===== config.mk =====
export PLATFORM = sky130hd
export DESIGN_NAME = bus_cs_sync
export DESIGN_NICKNAME = d
export VERILOG_FILES = /design/src/rtl/bus_cs_sync_pkg.sv /design/src/rtl/bus_sync_ff.sv /design/src/rtl/bus_cs_sync.sv
export SDC_FILE = /design/constraint.sdc
export NUM_CORES = 1
export LEC_CHECK = 0
export ABC_AREA = 1
export BUFFER_PORTS_ARGS = -buffer_cell sky130_fd_sc_hd__clkbuf_2
export CORE_ASPECT_RATIO = 1.25
export CORE_UTILIZATION = 40
export CTS_BUF_LIST = sky130_fd_sc_hd__clkbuf_8
export DETAILED_ROUTE_END_ITERATION = 8
export PLACE_DENSITY = 0.65
export REMOVE_ABC_BUFFERS = 1
export SLEW_MARGIN = 20
export SYNTH_ARGS = -nofsm -noshare
export SYNTH_HDL_FRONTEND = slang
export SYNTH_SLANG_ARGS = --single-unit
export TNS_END_PERCENT = 5

===== constraint.sdc =====
create_clock -name clk -period 1.6 [get_ports clk]
set_clock_uncertainty 0.1 [all_clocks]
set_input_delay 0.08 -clock clk [delete_from_list [all_inputs] [get_ports clk]]
set_output_delay 0.08 -clock clk [all_outputs]
set_load 0.03 [all_outputs]

===== src/rtl/bus_cs_sync_pkg.sv =====
// Shared types for the host bus front end.
// Holds the bus FSM encoding and the settle counter limit.
package xv;

    typedef enum logic [1:0] {
        BUS_IDLE,
        BUS_SETTLE,
        BUS_STROBE,
        BUS_HOLD
    } bus_state_t;

    localparam int BUS_SETTLE_MAX = 7;

endpackage


===== src/rtl/bus_sync_ff.sv =====
// Generic multi-flop synchroniser with async reset.
// RST_VAL gives the per-bit value held while reset is asserted.
module bus_sync_ff #(
    parameter int               STAGES  = 2,
    parameter int               WIDTH   = 1,
    parameter logic [WIDTH-1:0] RST_VAL = '0
) (
    input  logic             clk,
    input  logic             reset_i,
    input  logic [WIDTH-1:0] d_i,
    output logic [WIDTH-1:0] q_o
);

    if (STAGES < 2 || STAGES > 3) begin : g_bad_stages
        $error("bus_sync_ff: STAGES must be 2..3");
    end

    logic [WIDTH-1:0] sync_q [STAGES];

    // Shift the asynchronous input through the flop chain
    always_ff @(posedge clk or posedge reset_i) begin
        if (reset_i) begin
            for (int i = 0; i < STAGES; i++) begin
                sync_q[i] <= RST_VAL;
            end
        end else begin
            sync_q[0] <= d_i;
            for (int i = 1; i < STAGES; i++) begin
                sync_q[i] <= sync_q[i-1];
            end
        end
    end

    assign q_o = sync_q[STAGES-1];

endmodule


===== src/rtl/bus_cs_sync.sv =====
// Host bus pad front end: sync, CS settle qualify, one strobe per access.
// Optional BUS_CS_GLITCH_FILTER_EN: CS edges need two consecutive samples.
module bus_cs_sync
    import xv::*;
#(
    parameter int SYNC_STAGES   = 2,
    parameter int SETTLE_CYCLES = 2
) (
    input  logic       clk,
    input  logic       reset_i,
    input  logic       pad_cs_n_i,
    input  logic       pad_rd_nwr_i,
    input  logic [3:0] pad_reg_num_i,
    input  logic       pad_bytesel_i,
    input  logic [7:0] pad_data_i,
    output logic [7:0] pad_data_o,
    output logic       pad_data_oe_o,
    output logic       bus_strobe_o,
    output logic       bus_rd_nwr_o,
    output logic [3:0] bus_reg_num_o,
    output logic       bus_bytesel_o,
    output logic [7:0] bus_data_o,
    input  logic [7:0] bus_data_i
);

    if (SETTLE_CYCLES < 0 || SETTLE_CYCLES > BUS_SETTLE_MAX) begin : g_bad_settle
        $error("bus_cs_sync: SETTLE_CYCLES must be 0..7");
    end

    localparam logic [2:0] SETTLE_LD = 3'(SETTLE_CYCLES);

    logic [14:0] pad_vec;
    logic [14:0] sync_vec;
    logic        cs_s;
    logic        rd_s;
    logic [3:0]  reg_num_s;
    logic        bytesel_s;
    logic [7:0]  data_s;

    assign pad_vec = {pad_cs_n_i, pad_rd_nwr_i, pad_reg_num_i,
                      pad_bytesel_i, pad_data_i};

    // cs_n resets to the inactive (high) level
    bus_sync_ff #(
        .STAGES (SYNC_STAGES),
        .WIDTH  (15),
        .RST_VAL(15'h4000)
    ) u_sync (
        .clk    (clk),
        .reset_i(reset_i),
        .d_i    (pad_vec),
        .q_o    (sync_vec)
    );

    assign {cs_s, rd_s, reg_num_s, bytesel_s, data_s} = sync_vec;

    logic cs_lo;
    logic cs_hi;

`ifdef BUS_CS_GLITCH_FILTER_EN
    logic cs_prev_q;

    // Previous synced CS sample for two-in-a-row decisions
    always_ff @(posedge clk or posedge reset_i) begin
        if (reset_i) cs_prev_q <= 1'b1;
        else         cs_prev_q <= cs_s;
    end

    assign cs_lo = ~cs_s & ~cs_prev_q;
    assign cs_hi =  cs_s &  cs_prev_q;
`else
    assign cs_lo = ~cs_s;
    assign cs_hi =  cs_s;
`endif

    bus_state_t state_q, state_d;
    logic [2:0] cnt_q, cnt_d;

    // State and settle counter registers
    always_ff @(posedge clk or posedge reset_i) begin
        if (reset_i) begin
            state_q <= BUS_IDLE;
            cnt_q   <= 3'd0;
        end else begin
            state_q <= state_d;
            cnt_q   <= cnt_d;
        end
    end

    // Next state: qualify CS, strobe once, wait for release
    always_comb begin
        state_d = state_q;
        cnt_d   = cnt_q;
        unique case (state_q)
            BUS_IDLE: begin
                if (cs_lo) begin
                    if (SETTLE_CYCLES == 0) begin
                        state_d = BUS_STROBE;
                    end else begin
                        state_d = BUS_SETTLE;
                        cnt_d   = SETTLE_LD;
                    end
                end
            end
            BUS_SETTLE: begin
                if (cs_s)               state_d = BUS_IDLE;
                else if (cnt_q == 3'd1) state_d = BUS_STROBE;
                else                    cnt_d   = cnt_q - 3'd1;
            end
            BUS_STROBE: state_d = BUS_HOLD;
            BUS_HOLD: begin
                if (cs_hi) state_d = BUS_IDLE;
            end
            default: state_d = BUS_IDLE;
        endcase
    end

    logic       rd_q;
    logic [3:0] reg_num_q;
    logic       bytesel_q;
    logic [7:0] data_q;
    logic [7:0] pad_data_q;

    // Capture access fields so they are valid together with the strobe
    always_ff @(posedge clk or posedge reset_i) begin
        if (reset_i) begin
            rd_q      <= 1'b0;
            reg_num_q <= 4'd0;
            bytesel_q <= 1'b0;
            data_q    <= 8'd0;
        end else if (state_d == BUS_STROBE) begin
            rd_q      <= rd_s;
            reg_num_q <= reg_num_s;
            bytesel_q <= bytesel_s;
            data_q    <= data_s;
        end
    end

    // Track read data while holding; freeze once the access ends
    always_ff @(posedge clk or posedge reset_i) begin
        if (reset_i)                  pad_data_q <= 8'd0;
        else if (state_q == BUS_HOLD) pad_data_q <= bus_data_i;
    end

    // Outputs decoded from the current state
    always_comb begin
        bus_strobe_o  = (state_q == BUS_STROBE);
        pad_data_oe_o = (state_q == BUS_HOLD) & rd_q;
    end

    assign bus_rd_nwr_o  = rd_q;
    assign bus_reg_num_o = reg_num_q;
    assign bus_bytesel_o = bytesel_q;
    assign bus_data_o    = data_q;
    assign pad_data_o    = pad_data_q;

endmodule

Yosys cells after proc, flatten, opt, wreduce, memory -nomap -nowiden
Cells that the tools add are included.
{"block": "word_totals", "reg_bits": 57, "inputBits": 25, "out_inout_bits": 24, "word_cells": 31}
{"block": "classes", "addsub": 1, "n_eq_ne": 8, "n_mux": 9, "bitwise_logic": 1, "n_reduce_logical": 3}
{"operator": "$mux 3", "count": 3}
{"operator": "$mux 2", "count": 4}
{"operator": "$pmux 2 s4", "count": 1}
{"operator": "$eq 2x2->1 const B", "count": 3}
{"operator": "$ne 2x2->1 const B", "count": 3}
{"operator": "$pmux 3 s2", "count": 1}
{"operator": "$reduce_and 4->1", "count": 1}
{"operator": "$eq 3x1->1 const B", "count": 1}
{"operator": "$sub 3x1->3 const B", "count": 1}
{"operator": "$eq 2x1->1 const B", "count": 1}
{"operator": "$logic_not 2->1", "count": 1}
{"operator": "$reduce_bool 2->1", "count": 1}
{"operator": "$and 1x1->1", "count": 1}

Depth between registers and ports, before layout
{"block": "logic_depth", "depth_word": 5, "depth_mapped": 10, "depth_no_buf": 9}

Cells and area by module
From an unflattened synthesis, not the netlist that was laid out.
{"block": "hier_totals", "hier_cells": 182, "hier_area_um2": 2059.5}
{"module": "bus_cs_sync", "n_inst": 1, "cells_per_inst": 136, "area_each_um2": 1189.9, "seq_area_each_um2": 675.6}
{"module": "bus_sync_ff", "n_inst": 1, "cells_per_inst": 46, "area_each_um2": 869.6, "seq_area_each_um2": 753.2}

Least setup slack after synthesis
Ideal clock, no wire load.
{"block": "synth_path", "path_type": "flip-flop to flip-flop", "start": "register cnt_q[1]", "end": "register data_q[0] (netlist: bus_data_o[0])", "setup_time_ns": 0.118, "arrival_time_ns": 1.178, "required_time_ns": 1.382, "slack_ns": 0.204, "stages_incl_launch_ff": 11, "n_path_buf": 1, "synth_period_minus_slack_ns": 1.396, "path_cell_list": "dfrtp_1 inv_1 ha_1 inv_1 nor2_1 nand2_2 inv_4 nand2_4 buf_6 nand2_1 nand2_1"}
{"block": "synth_between", "elab_chain_len": 5}
{"element": "from (decl)", "line_no": "bus_cs_sync.sv:77", "rtl": "logic [2:0] cnt_q, cnt_d;"}
{"element": "from (signal assigned)", "line_no": "bus_cs_sync.sv:86", "rtl": "cnt_q <= cnt_d;"}
{"element": "$eq 3x1->1", "line_no": "bus_cs_sync.sv:107", "rtl": "else if (cnt_q == 3'd1) state_d = BUS_STROBE;"}
{"element": "$mux 2", "line_no": "bus_cs_sync.sv:107"}
{"element": "$mux 2", "line_no": "bus_cs_sync.sv:106", "rtl": "if (cs_s) state_d = BUS_IDLE;"}
{"element": "$pmux 2 s4", "line_no": "bus_cs_sync.sv:94", "rtl": "unique case (state_q)"}
{"element": "$eq 2x2->1", "line_no": "bus_cs_sync.sv:131", "rtl": "end else if (state_d == BUS_STROBE) begin"}
{"element": "to (signal assigned)", "line_no": "bus_cs_sync.sv:135", "rtl": "data_q <= data_s;"}
{"element": "to (decl)", "line_no": "bus_cs_sync.sv:121", "rtl": "logic [7:0] data_q;"}
Every way passes these cells.
A chain may end at the register's enable or synchronous reset.

Worst setup path after layout
{"block": "layout_path", "start": "register state_q[1]", "end": "output pad_data_oe_o"}
{"block": "layout_between", "elab_chain_len": 2}
{"element": "from (decl)", "line_no": "bus_cs_sync.sv:76", "rtl": "bus_state_t state_q, state_d;"}
{"element": "from (signal assigned)", "line_no": "bus_cs_sync.sv:85", "rtl": "state_q <= state_d;"}
{"element": "$eq 2x2->1", "line_no": "bus_cs_sync.sv:148", "rtl": "pad_data_oe_o = (state_q == BUS_HOLD) & rd_q;"}
{"element": "$and 1x1->1", "line_no": "bus_cs_sync.sv:148"}
{"element": "to (decl)", "line_no": "bus_cs_sync.sv:17", "rtl": "output logic pad_data_oe_o,"}
Every way passes these cells.

==> impl_metrics.yaml <==
status:
  outcome: "completed"
clock_network:
  cts-buffers-inserted: 9
  clk_pin_slew_worst_paths_ns: 0.06
  clkSinkCount: 57
  h-tree-depth: 3
  root_buffer: "clkbuf_8"
  max-clock-path-buffers: 2
  clk_latency_ns: 0.33
  cts_tree: "done"
place:
  hpwl_um: 2230
  dp_slack_ns: 0.143
  gp_congestion: 0.750
  place_inst: 257
  io_buffers: 48
min_path:
  min_path_type: "in -> async"
synthesis:
  synth_area_per_cell_um2: 12.6
  synth_area_um2: 1930
  synth-compound-area-share_pct: 0.778
  synth_top_area_share_pct: 71.3
  synth_edf_count: 0
  ys_warn_count: 0
  synth_common_cells: "dfrtp_1, nand2_1, nand3_1, inv_1, mux2_2"
  synth_cell_types: 18
  synthSimpleGateAreaFrac_pct: 15.1
  async_flop_share_pct: 100
  synth_area_leader_cell: "dfrtp_1"
  synth_xor_area_share_pct: 0
  yosys.area_share.adder_pct: 1.30
  synth_area_leaders: "dfrtp_1, nand2_1, nand3_1, mux2_2, dfstp_2"
  ys_ff_latch: 57
  synth_mux_area_share_pct: 4.67
  synth_seq_area_share_pct: 74.0
  synth.most_common_cell: "dfrtp_1"
  synth_cells: 153
  synthFlopType: "dfrtp_1"
  synth_top_family_by_area: "simple AND/OR/NAND/NOR gates"
global_route:
  grt_pass1_vias: 1343
  grt_first_pass_wirelength_um: 5800
  antenna_found_initial: 0
  grt_max_degree: 44
  grt_use_total_pct: 16.1
  globalRouteOverflowTotal: 0
sta:
  min_period_ns: 1.48
  tightest_slew_ns: 0.649
  post-route-period-util_pct: 92.7
  holdWs_ns: 0.152
  setup_slack_ns: 0.117
  rsz0062_at_grt: "no"
  tns_ns: 0
  finalHoldViolations: 0
  slew_viol_final: 0
  fmax_mhz: 674
  slew_headroom_pct: 56.7
  finalSetupViolations: 0
cells_and_area:
  finalNonFillerCells: 297
  drive_above_1_share_pct: 33.9
  seq_area_um2: 1430
  nNetsFinal: 261
  utilization_pct: 59.2
  diodes: 0
  fillers: 388
  synthToLayoutAreaGrowth_pct: 38.8
  multi_input_area_um2: 422
worst_setup_path:
  worstSetupStartpointType: "register"
  path_cells: "nand2_2, nor2_1, clkbuf_2"
  end_kind: "primary output"
  crit_arrival_ns: 1.30
  worstPathRequired_ns: 1.42
  cpPeakStageDelay_ns: 0.44
  worstSetupPathType: "reg -> out"
  crit_fanout: 9
  cpMaxStageDelayCell: "dfrtp_1"
floorplanning:
  std_cell_rows: 27
  die-area_um2: 5110
  core_area_um2: 4530
  start_util_pct: 42.6
  fp.dieW_um: 64.1
  ioPinCount: 49
  die_h_um: 79.7
job:
  drv_cap: 0
detailed_routing:
  drtIter0Drc: 34
  vias_per_cell: 4.53
  wl_per_cell_um: 12.2
  drc: 0
  antenna_left: 0
  routed_wl_um: 3610
  vias: 1344
  firstDrtPassIters: 4
power:
  peakVddDrop_mv: 0.924
  power_density_nw_per_um2: 1760
  power_leakage_nw: 1.40
==> critical path: cells and delay by family (launching register included) <==
kind,cells,cell delay [ns]
flip-flops,1,0.44
AND/OR/NAND/NOR,2,0.32
buffers and inverters,1,0.22
==> registers in the layout, indices dropped and copies added, names as in the netlist <==
register,cells
bus_bytesel_o,1
bus_data_o,8
bus_rd_nwr_o,1
bus_reg_num_o,4
cnt_q,3
pad_data_o,8
state_q,2
u_sync.q_o,15
u_sync.sync_q,15
==> cells by family (layout without fill, tap and decap cells) <==
| kind of cell | after synthesis | count (layout) |
|---|---|---|
| adders and majority gates | 2 | 2 |
| DFF | 57 | 57 |
| muxes | 8 | 8 |
| buffers and inverters | 16 | 102 |
| AOI/OAI and AO/OA | 3 | 3 |
| and+or+nand+nor | 67 | 67 |
==> per-stage QoR <==
step / total power, mW / cell area (µm²)
final: 4.72 / 2680
after detailed placement: 3.47 / 2250
after global placement: 3.44 / 2250
after floorplan: 2.99 / 1900
after CTS: 4.78 / 2680
after global routing: 4.97 / 2680
==> cell type report <==
type	instances	share of cell area, %
clock inverter	7	2.38
timing repair buffer	74	19.4
clock buffer	9	4.62
tap	58	2.71
sequential	57	53.3
inverter	12	1.77
multi-input combinational	80	15.7
==> routing by layer <==
layer	vias to the layer above	wire length (µm)	GRT usage [%]
met1	655	1290	15.0
met3	15	123	4.14
met2	31	2020	28.2
li1	643	-	-
met5	-	0	0
met4	0	173	15.3
==> cell usage in the layout (no fill, tap or decap), drive strengths merged <==
cell type / synthesis / final
ha: 2 / 2
o21ai: 1 / 1
buf: 4 / 2
nand3: 18 / 18
bufinv: 0 / 1
a21oi: 2 / 2
nand2: 43 / 43
clkinvlp: 0 / 1
mux2: 8 / 8
inv: 12 / 14
nor2: 5 / 5
clkbuf: 0 / 57
dlygate4sd3: 0 / 24
dfrtp: 55 / 55
dfstp: 2 / 2
clkinv: 0 / 3
nand4: 1 / 1
==> power by group <==
part           total, mW  internal, mW  switching, mW
logic               1.49         0.504          0.981
registers           2.00          1.78          0.213
clock network       1.24         0.703          0.534
total               4.72          2.99           1.73
==> final timing paths <==
kind | startpoint | end | slack (ns) | cells after the start
min | reset_i | pad_data_o[2] | 0.15 | 3
max | state_q[1] | pad_data_oe_o | 0.12 | 3
min reg2reg | u_sync.sync_q[27] | u_sync.q_o[12] | 0.25 | 0
max reg2reg | cnt_q[1] | bus_data_o[7] | 0.15 | 9
max in group asynchronous | reset_i | u_sync.q_o[13] | 0.74 | 4
min in group clk | u_sync.sync_q[27] | u_sync.q_o[12] | 0.25 | 0
==> repair_timing <==
| action | CTS | global route |
|---|---|---|
| resized for setup | 0 | 0 |
| hold endpoints to repair | 80 | 0 |
| hold buffers | 24 | 0 |
| buffers inserted | 0 | 0 |
Power figures use the tool's default switching activity.
